`src/rtl/lcd_arb_pkg.sv`:
```
// Shared state encoding and width constants for the LCD request arbiter.
package lcd_arb_pkg;

  localparam int unsigned CRTL_W_DEF = 31;
  localparam int unsigned TIMEOUT_W  = 16;

  typedef enum logic [2:0] {
    ST_INIT      = 3'd0,
    ST_ARB       = 3'd1,
    ST_ISSUE     = 3'd2,
    ST_WAIT_DONE = 3'd3,
    ST_GAP       = 3'd4
  } arb_state_e;

endpackage

```
`src/rtl/rr_pick.sv`:
```
// Combinational round-robin picker: first requester after ptr (with wrap) wins.
module rr_pick #(
  parameter int unsigned N_REQ = 4,
  parameter int unsigned IDX_W = 2
) (
  input  logic [N_REQ-1:0] req,
  input  logic [IDX_W-1:0] ptr,
  output logic [N_REQ-1:0] win,
  output logic [IDX_W-1:0] win_idx,
  output logic             any
);

  logic             found;
  logic [IDX_W-1:0] cand;

  // Scan ptr+1 .. ptr+N_REQ so the last winner has the lowest priority.
  always_comb begin
    win     = '0;
    win_idx = '0;
    found   = 1'b0;
    cand    = '0;
    for (int unsigned k = 1; k <= N_REQ; k++) begin
      cand = IDX_W'((32'(ptr) + k) % N_REQ);
      if (!found && req[cand]) begin
        found        = 1'b1;
        win_idx      = cand;
        win[cand]    = 1'b1;
      end
    end
  end

  assign any = |req;

endmodule

```
`src/rtl/lcd_req_arbiter.sv`:
```
// Round-robin arbiter sharing one LCD controller between N_REQ requesters.
// Optional WAIT_DONE watchdog is built when LCD_ARB_TIMEOUT_EN is defined.
module lcd_req_arbiter
  import lcd_arb_pkg::*;
#(
  parameter int unsigned N_REQ       = 4,
  parameter int unsigned CRTL_W      = CRTL_W_DEF,
  parameter int unsigned TIMEOUT_CYC = 4096
) (
  input  logic                    clk,
  input  logic                    rstn,
  input  logic [N_REQ-1:0]        req,
  input  logic [N_REQ*CRTL_W-1:0] req_word,
  input  logic                    ini_finish,
  input  logic                    run_finish,
  output logic [N_REQ-1:0]        grant,
  output logic [N_REQ-1:0]        done,
  output logic                    lcdcrtl_en,
  output logic [CRTL_W-1:0]       lcd_crtl,
  output logic                    busy,
  output logic                    err
);

  localparam int unsigned      IDX_W   = (N_REQ > 1) ? $clog2(N_REQ) : 1;
  localparam logic [IDX_W-1:0] PTR_RST = IDX_W'(N_REQ - 1);

  arb_state_e        state_q, state_d;
  logic [IDX_W-1:0]  ptr_q, ptr_d;
  logic [N_REQ-1:0]  grant_d, done_d, win;
  logic [IDX_W-1:0]  win_idx;
  logic              any, en_d, err_d, cap_en, wdog_expired;
  logic [CRTL_W-1:0] words [N_REQ];

  for (genvar gi = 0; gi < N_REQ; gi++) begin : g_word
    assign words[gi] = req_word[gi*CRTL_W +: CRTL_W];
  end

  rr_pick #(
    .N_REQ (N_REQ),
    .IDX_W (IDX_W)
  ) u_rr_pick (
    .req     (req),
    .ptr     (ptr_q),
    .win     (win),
    .win_idx (win_idx),
    .any     (any)
  );

`ifdef LCD_ARB_TIMEOUT_EN
  localparam logic [TIMEOUT_W-1:0] WDOG_LAST = TIMEOUT_W'(TIMEOUT_CYC - 1);

  logic [TIMEOUT_W-1:0] wdog_q, wdog_d;

  // Cleared while issuing so it reads 0 in the first WAIT_DONE cycle.
  always_comb begin
    wdog_d = wdog_q;
    if (state_q == ST_ISSUE) begin
      wdog_d = '0;
    end else if (state_q == ST_WAIT_DONE) begin
      wdog_d = wdog_q + TIMEOUT_W'(1);
    end
  end

  always_ff @(posedge clk or negedge rstn) begin
    if (!rstn) begin
      wdog_q <= '0;
    end else begin
      wdog_q <= wdog_d;
    end
  end

  assign wdog_expired = (state_q == ST_WAIT_DONE) && (wdog_q == WDOG_LAST);
`else
  assign wdog_expired = 1'b0;

  // No watchdog in this build; TIMEOUT_CYC only keeps the parameter list uniform.
  if (TIMEOUT_CYC == 0) begin : g_no_wdog
  end
`endif

  // Next-state and next-output logic.
  always_comb begin
    state_d = state_q;
    ptr_d   = ptr_q;
    grant_d = '0;
    done_d  = '0;
    en_d    = 1'b0;
    err_d   = 1'b0;
    cap_en  = 1'b0;
    unique case (state_q)
      ST_INIT: begin
        if (ini_finish) state_d = ST_ARB;
      end
      ST_ARB: begin
        if (any) begin
          grant_d = win;
          ptr_d   = win_idx;
          cap_en  = 1'b1;
          state_d = ST_ISSUE;
        end
      end
      ST_ISSUE: begin
        en_d    = 1'b1;
        state_d = ST_WAIT_DONE;
      end
      ST_WAIT_DONE: begin
        if (run_finish) begin
          done_d[ptr_q] = 1'b1;
          state_d       = ST_GAP;
        end else if (wdog_expired) begin
          err_d   = 1'b1;
          state_d = ST_GAP;
        end
      end
      ST_GAP: begin
        state_d = ST_ARB;
      end
      default: begin
        state_d = ST_INIT;
      end
    endcase
  end

  always_ff @(posedge clk or negedge rstn) begin
    if (!rstn) begin
      state_q <= ST_INIT;
      ptr_q   <= PTR_RST;
    end else begin
      state_q <= state_d;
      ptr_q   <= ptr_d;
    end
  end

  // Registered outputs; the word is captured only on a grant.
  always_ff @(posedge clk or negedge rstn) begin
    if (!rstn) begin
      grant      <= '0;
      done       <= '0;
      lcdcrtl_en <= 1'b0;
      err        <= 1'b0;
      busy       <= 1'b1;
      lcd_crtl   <= '0;
    end else begin
      grant      <= grant_d;
      done       <= done_d;
      lcdcrtl_en <= en_d;
      err        <= err_d;
      busy       <= (state_d != ST_ARB);
      if (cap_en) lcd_crtl <= words[win_idx];
    end
  end

endmodule

```
`config.mk`:
```
export PLATFORM = sky130hd
export DESIGN_NAME = lcd_req_arbiter
export DESIGN_NICKNAME = d
export VERILOG_FILES = /design/src/rtl/lcd_arb_pkg.sv /design/src/rtl/rr_pick.sv /design/src/rtl/lcd_req_arbiter.sv
export SDC_FILE = /design/constraint.sdc
export NUM_CORES = 1
export LEC_CHECK = 0
export CORE_UTILIZATION = 42
export CTS_CLUSTER_SIZE = 20
export DETAILED_ROUTE_END_ITERATION = 12
export PLACE_DENSITY = 0.93
export SKIP_LAST_GASP = 1
export SLEW_MARGIN = 20
export SYNTH_ARGS = -nofsm -noshare
export SYNTH_HDL_FRONTEND = slang
export SYNTH_HIERARCHICAL = 1
export SYNTH_SLANG_ARGS = --single-unit
```
`constraint.sdc`:
```
create_clock -name clk -period 8.9 [get_ports clk]
set_input_delay 1.335 -clock clk [delete_from_list [all_inputs] [get_ports clk]]
set_output_delay 1.335 -clock clk [all_outputs]
set_load 0.01 [all_outputs]
```
; ---- After elaboration in Yosys (flattened, before gate mapping)
; Index checks and enable logic that the tools add are counted.
[classes]
addsub = 4
magnitude_cmp = 11
eq_ne = 5
muxes = 43
bitwise = 4
n_reduce_logical = 14
[op_table]
columns = cell, n
row1 = binary-select mux 31 bit (select 2 bit), 1
row2 = two-way mux 31 bit, 2
row3 = two-way mux 4 bit, 8
row4 = < comparator 2 x 3 -> 1 bit (second input constant), 5
row5 = two-way mux 1 bit, 15
row6 = one-hot mux 3 bit (5 select lines), 1
row7 = bitwise OR 4 bit, 3
row8 = demux 1 bit (select 2 bit), 5
row9 = >= comparator 2 x 1 -> 1 bit (second input constant), 5
row10 = two-way mux 3 bit, 3
row11 = binary-select mux 1 bit (select 2 bit), 4
row12 = logical AND 1 bit, 8
row13 = two-way mux 2 bit, 4
row14 = == test 3 x 2 -> 1 bit (second input constant), 2
row15 = adder 2 x 1 -> 2 bit (second input constant), 2
row16 = adder 2 bit (second input constant), 2
row17 = OR reduction 4 bit, 1
row18 = == test 3 x 1 -> 1 bit (second input constant), 1
row19 = == test 3 bit (second input constant), 1
row20 = >= comparator 3 bit (second input constant), 1
row21 = zero test 1 bit, 3
row22 = zero test 3 bit, 1
row23 = inequality test 3 x 1 -> 1 bit (second input constant), 1
row24 = NOT 2 -> 3 bit, 1
row25 = AND reduction 2 bit, 1
[totals]
register_bits = 46
inputBits = 132
wordCells = 88

; ---- Logic depth before layout (Yosys ltp)
[depth]
word_depth = 17
ltp_mapped = 12
mapped_depth_nobuf = 8

; ---- Cells and area by module
; The synthesis kept the hierarchy.
[by_module_without_submodules]
columns = mod, n_inst, cells_each, area_per_inst_um2
row1 = lcd_req_arbiter, 1, 145, 2612.5
row2 = rr_pick, 1, 70, 540.5

; ---- Worst setup path before layout
; No wires, ideal clock.
[synth_path]
path_type = input -> register
start = input port req[0]
end = register lcd_crtl[0]
setup_time_ns = 0.125
arrival_ns = 3.201
path_slack_ns = 5.574
path_stages = 9
path_buffers = 3
cell_sequence = clkbuf_1 mux2_2 a22oi_1 o211ai_1 a21oi_1 buf_6 buf_12 mux4_2 mux2_4
[synth_via]
elab_chain_cells = 16
[synth_lines]
columns = item, line
row1 = from (decl), lcd_req_arbiter.sv:12  ; input logic [N_REQ-1:0] req,
row2 = binary-select mux 1 bit (select 2 bit), rr_pick.sv:24  ; if (!found && req[cand]) begin
row3 = two-way mux 1 bit (not written as such), rr_pick.sv:24
row4 = two-way mux 1 bit, rr_pick.sv:24
row5 = zero test 1 bit, rr_pick.sv:24
row6 = logical AND 1 bit, rr_pick.sv:24
row7 = two-way mux 1 bit, rr_pick.sv:24
row8 = zero test 1 bit, rr_pick.sv:24
row9 = logical AND 1 bit, rr_pick.sv:24
row10 = two-way mux 1 bit, rr_pick.sv:24
row11 = zero test 1 bit, rr_pick.sv:24
row12 = logical AND 1 bit, rr_pick.sv:24
row13 = two-way mux 2 bit *, rr_pick.sv:24
row14 = via win_idx[0], lcd_req_arbiter.sv:30  ; logic [IDX_W-1:0] win_idx;
row15 = NOT 2 -> 3 bit (not written as such) *, lcd_req_arbiter.sv:149  ; if (cap_en) lcd_crtl <= words[win_idx];
row16 = binary-select mux 31 bit (select 2 bit) *, lcd_req_arbiter.sv:149
row17 = two-way mux 31 bit (not written as such) * (2 in a row), lcd_req_arbiter.sv:149
row18 = to (signal assigned), lcd_req_arbiter.sv:149
row19 = to (decl), lcd_req_arbiter.sv:19  ; output logic [CRTL_W-1:0] lcd_crtl,
; Mark *: on every way through the listed nets, which the timed path passes. The rest lies on a longest branch. The select of a mux whose other input is x is not followed.
; A chain may end at the register's enable or synchronous reset.

; ---- Worst setup path in the final report
[layout_path]
start = input port req[0]
end = register lcd_crtl[11]
; The elaborated chain is that of the path after synthesis.

==> flow_summary_export.csv <==
group,metric,value,unit
setup_path,startpoint_type,"primary input",
global_route,grt_pass1_vias,2592,
clock_network,numCtsBuffers,5,
sta,period_needed,4.34,ns
sta,slew_headroom,0.329,
floorplanning,core.rowCount,31,
synthesis,synthArstFlopShare,1.00,
clock_network,cts-htree-levels,2,
placement,io_buffers,172,
drt,dr.pass1.iters,5,
sta,slew_violations,0,
layout,layout.nets,518,
synthesis,synth-edff-count,0,
floorplanning,core-area,7250,sq um
clock_network,clock-sinks,46,
drt,wl_met1,3390,microns
layout,antenna-diode-count,0,
clock_network,insertion_delay,0.30,ns
setup_path,critical_path_arrival,4.52,ns
clock_network,cts.clk_slew.worst_paths,0.08,ns
floorplanning,io_pins,174,
drt,drtIter0Drc,61,
layout,fillCellCount,538,
synthesis,syn-mean-instance-area,14.7,sq um
power_and_ir_drop,p_sw,553,uW
power_and_ir_drop,p_leak,0.00198,uW
layout,layout_common_cells,"171 x clkdlybuf4s50_1, 43 x dfrtp_1, 31 x mux4_2",
sta,tightest_slew,1.00,ns
clock_network,clockRootBuffer,"clkbuf_8",
floorplanning,initial_core_util,0.435,
power_and_ir_drop,power.total,1550,uW
power_and_ir_drop,sw_frac_of_total,0.356,
sta,skew,0.00416,ns
synthesis,syn_inst,215,
floorplanning,die_w,88.6,microns
sta,fin_crit_sh,0.487,
sta,rsz0062_at_grt,"false",
synthesis,yosys_register_bits,46,
flow_run,maxCapViolations,0,
power_and_ir_drop,powerDensity,313,nW/um^2
synthesis,syn_area,3150,sq um
synthesis,synth.distinct_cells,46,
power_and_ir_drop,p_int,998,uW
clock_network,cts_hold_buffers,0,
power_and_ir_drop,peakVddDrop,139,uV
drt,final_antenna_net_count,0,
run_status,status,"complete, no violations",
synthesis,yosys_most_used_dff,"dfrtp_1",
synthesis,synth_nets,355,
setup_path,critPathRequiredTime,9.08,ns
sta,max_freq,0.231,GHz
floorplanning,die_area,7860,sq um
placement,hpwl,6870,microns
power_and_ir_drop,clock_power_share,0.086,
clock_network,cts_tree,"built",
drt,met2_length,4740,microns
min_path,worstHoldPathType,"reg -> reg",
clock_network,cts_post_setup_buffers_inserted,0,
synthesis,synth-seq-area-share,0.366,
drt,met3_length,608,microns
power_and_ir_drop,comb_power_share,0.662,
power_and_ir_drop,p_seq_frac,0.252,
drt,wl_per_cell,18.5,microns
drt,drcViolationCount,0,
layout,layout-drive-gt1-share,0.224,
global_route,grt_max_degree,47,
drt,via_per_inst,5.39,
global_route,grt_antenna_before_repair,0,
drt,topRoutingLayerUsed,"met4",
layout,layout_commonest_cell,"clkdlybuf4s50_1",
sta,setup-violations-final,0,
sta,timing_hold_violations_final,0,
setup_path,critPathKind,"in -> reg",
sta,fin_tns_setup,0,ns
clock_network,cts_resized,0,
drt,wl,8840,microns
synthesis,yosys_warnings,6,
global_route,track_usage,0.223,
global_route,grt_pass1_wl,13000,microns
setup_path,cp_max_fo,21,
placement,gp_congestion,0.866,
setup_path,cp-end-kind,"flop",
global_route,overflow,0,
layout,areaGrowthSynthToFinish,57.1,%
floorplanning,die_y,88.6,microns
clock_network,cts.path.max_buffers,2,
drt,num_vias,2578,
==> cell usage after synthesis (4+ instances only) <==
cell type / n / area [sq um]
a221o_1: 4 / 40.0
nor2_1: 5 / 18.8
nor3b_1: 4 / 30.0
dfrtp_1: 43 / 1080
nand2_1: 14 / 52.6
mux2_4: 29 / 435
buf_4: 5 / 37.5
buf_6: 4 / 45.0
mux4_2: 31 / 698
inv_1: 4 / 15.0
o21ai_1: 4 / 20.0
ha_1: 8 / 100
mux2_2: 5 / 56.3
and2_1: 4 / 25.0
==> cell type report <==
type	count	area, sq um	share of cell area
Multi-Input combinational cell	147	1830	0.370
Clock inverter	1	5.00	0.00101
Sequential cell	46	1150	0.233
Inverter	4	15.0	0.00303
Tap cell	99	124	0.0250
Timing Repair Buffer	174	1730	0.350
Clock buffer	7	86.3	0.0174
==> critical path, cell delays in order <==
cell and delay (ns):
clkdlybuf4s50_1 0.59, mux2_2 0.35, a22oi_1 0.14, o211ai_1 0.16, a21oi_4 0.53, buf_4 0.47
mux4_1 0.63, mux2_2 0.29
==> per-layer routing <==
layer  up-vias  track usage
li1       1157            -
met1      1297        0.268
met2       115        0.399
met3         9       0.0466
met4         0       0.0704
met5         -            0
==> power by group through the flow <==
stage	Sequential, uW	Combinational, uW	Clock [uW]
after floorplan	416	711	0
after global placement	387	999	0
after detailed placement	395	1030	0
after CTS	392	1040	137
after global routing	406	1090	149
final	391	1030	133
==> sequential cells by signal (all words and copies together) (netlist names) <==
| name | cells |
|---|---|
| done | 4 |
| grant | 4 |
| state_q | 3 |
| ptr_q | 2 |
| busy | 1 |
| lcd_crtl | 31 |
| lcdcrtl_en | 1 |
==> final timing paths <==
check / startpoint / end / slack (ns) / cells after the start
setup / recovery: req[0] / lcd_crtl[11] / 4.56 / 8
hold / removal: lcd_crtl[5] / lcd_crtl[5] / 0.52 / 1
setup reg to reg: ptr_q[0] / lcd_crtl[11] / 4.77 / 9
hold reg to reg: lcd_crtl[5] / lcd_crtl[5] / 0.52 / 1
max in group asynchronous: rstn / state_q[1] / 7.48 / 1
min in group asynchronous: rstn / lcd_crtl[21] / 1.03 / 1
==> cell families after synthesis <==
kind of cell,Yosys count,synth area share
AO/OA/AOI/OAI,25,0.0627
adder cells (fa/ha/maj),8,0.0317
buffers and inverters,22,0.0579
flip-flops,46,0.366
multiplexers,68,0.397
other,1,0.00119
AND/OR/NAND/NOR,45,0.0829
==> metrics by stage <==
stage | utilization | worst slack (ns) | area (sq um) | hold slack, ns | std cells
finish | 0.683 | 4.56 | 4950 | 0.517 | 478
global route | 0.683 | 4.32 | 4950 | 0.540 | 478
CTS | 0.683 | 4.53 | 4950 | 0.519 | 478
detailed placement | 0.670 | 4.20 | 4860 | 0.493 | 470
global placement | 0.670 | 4.32 | 4860 | 0.492 | 470
floorplan | - | 5.57 | 3150 | 0.469 | 215
Note: power is estimated with default switching activity, not from simulation.
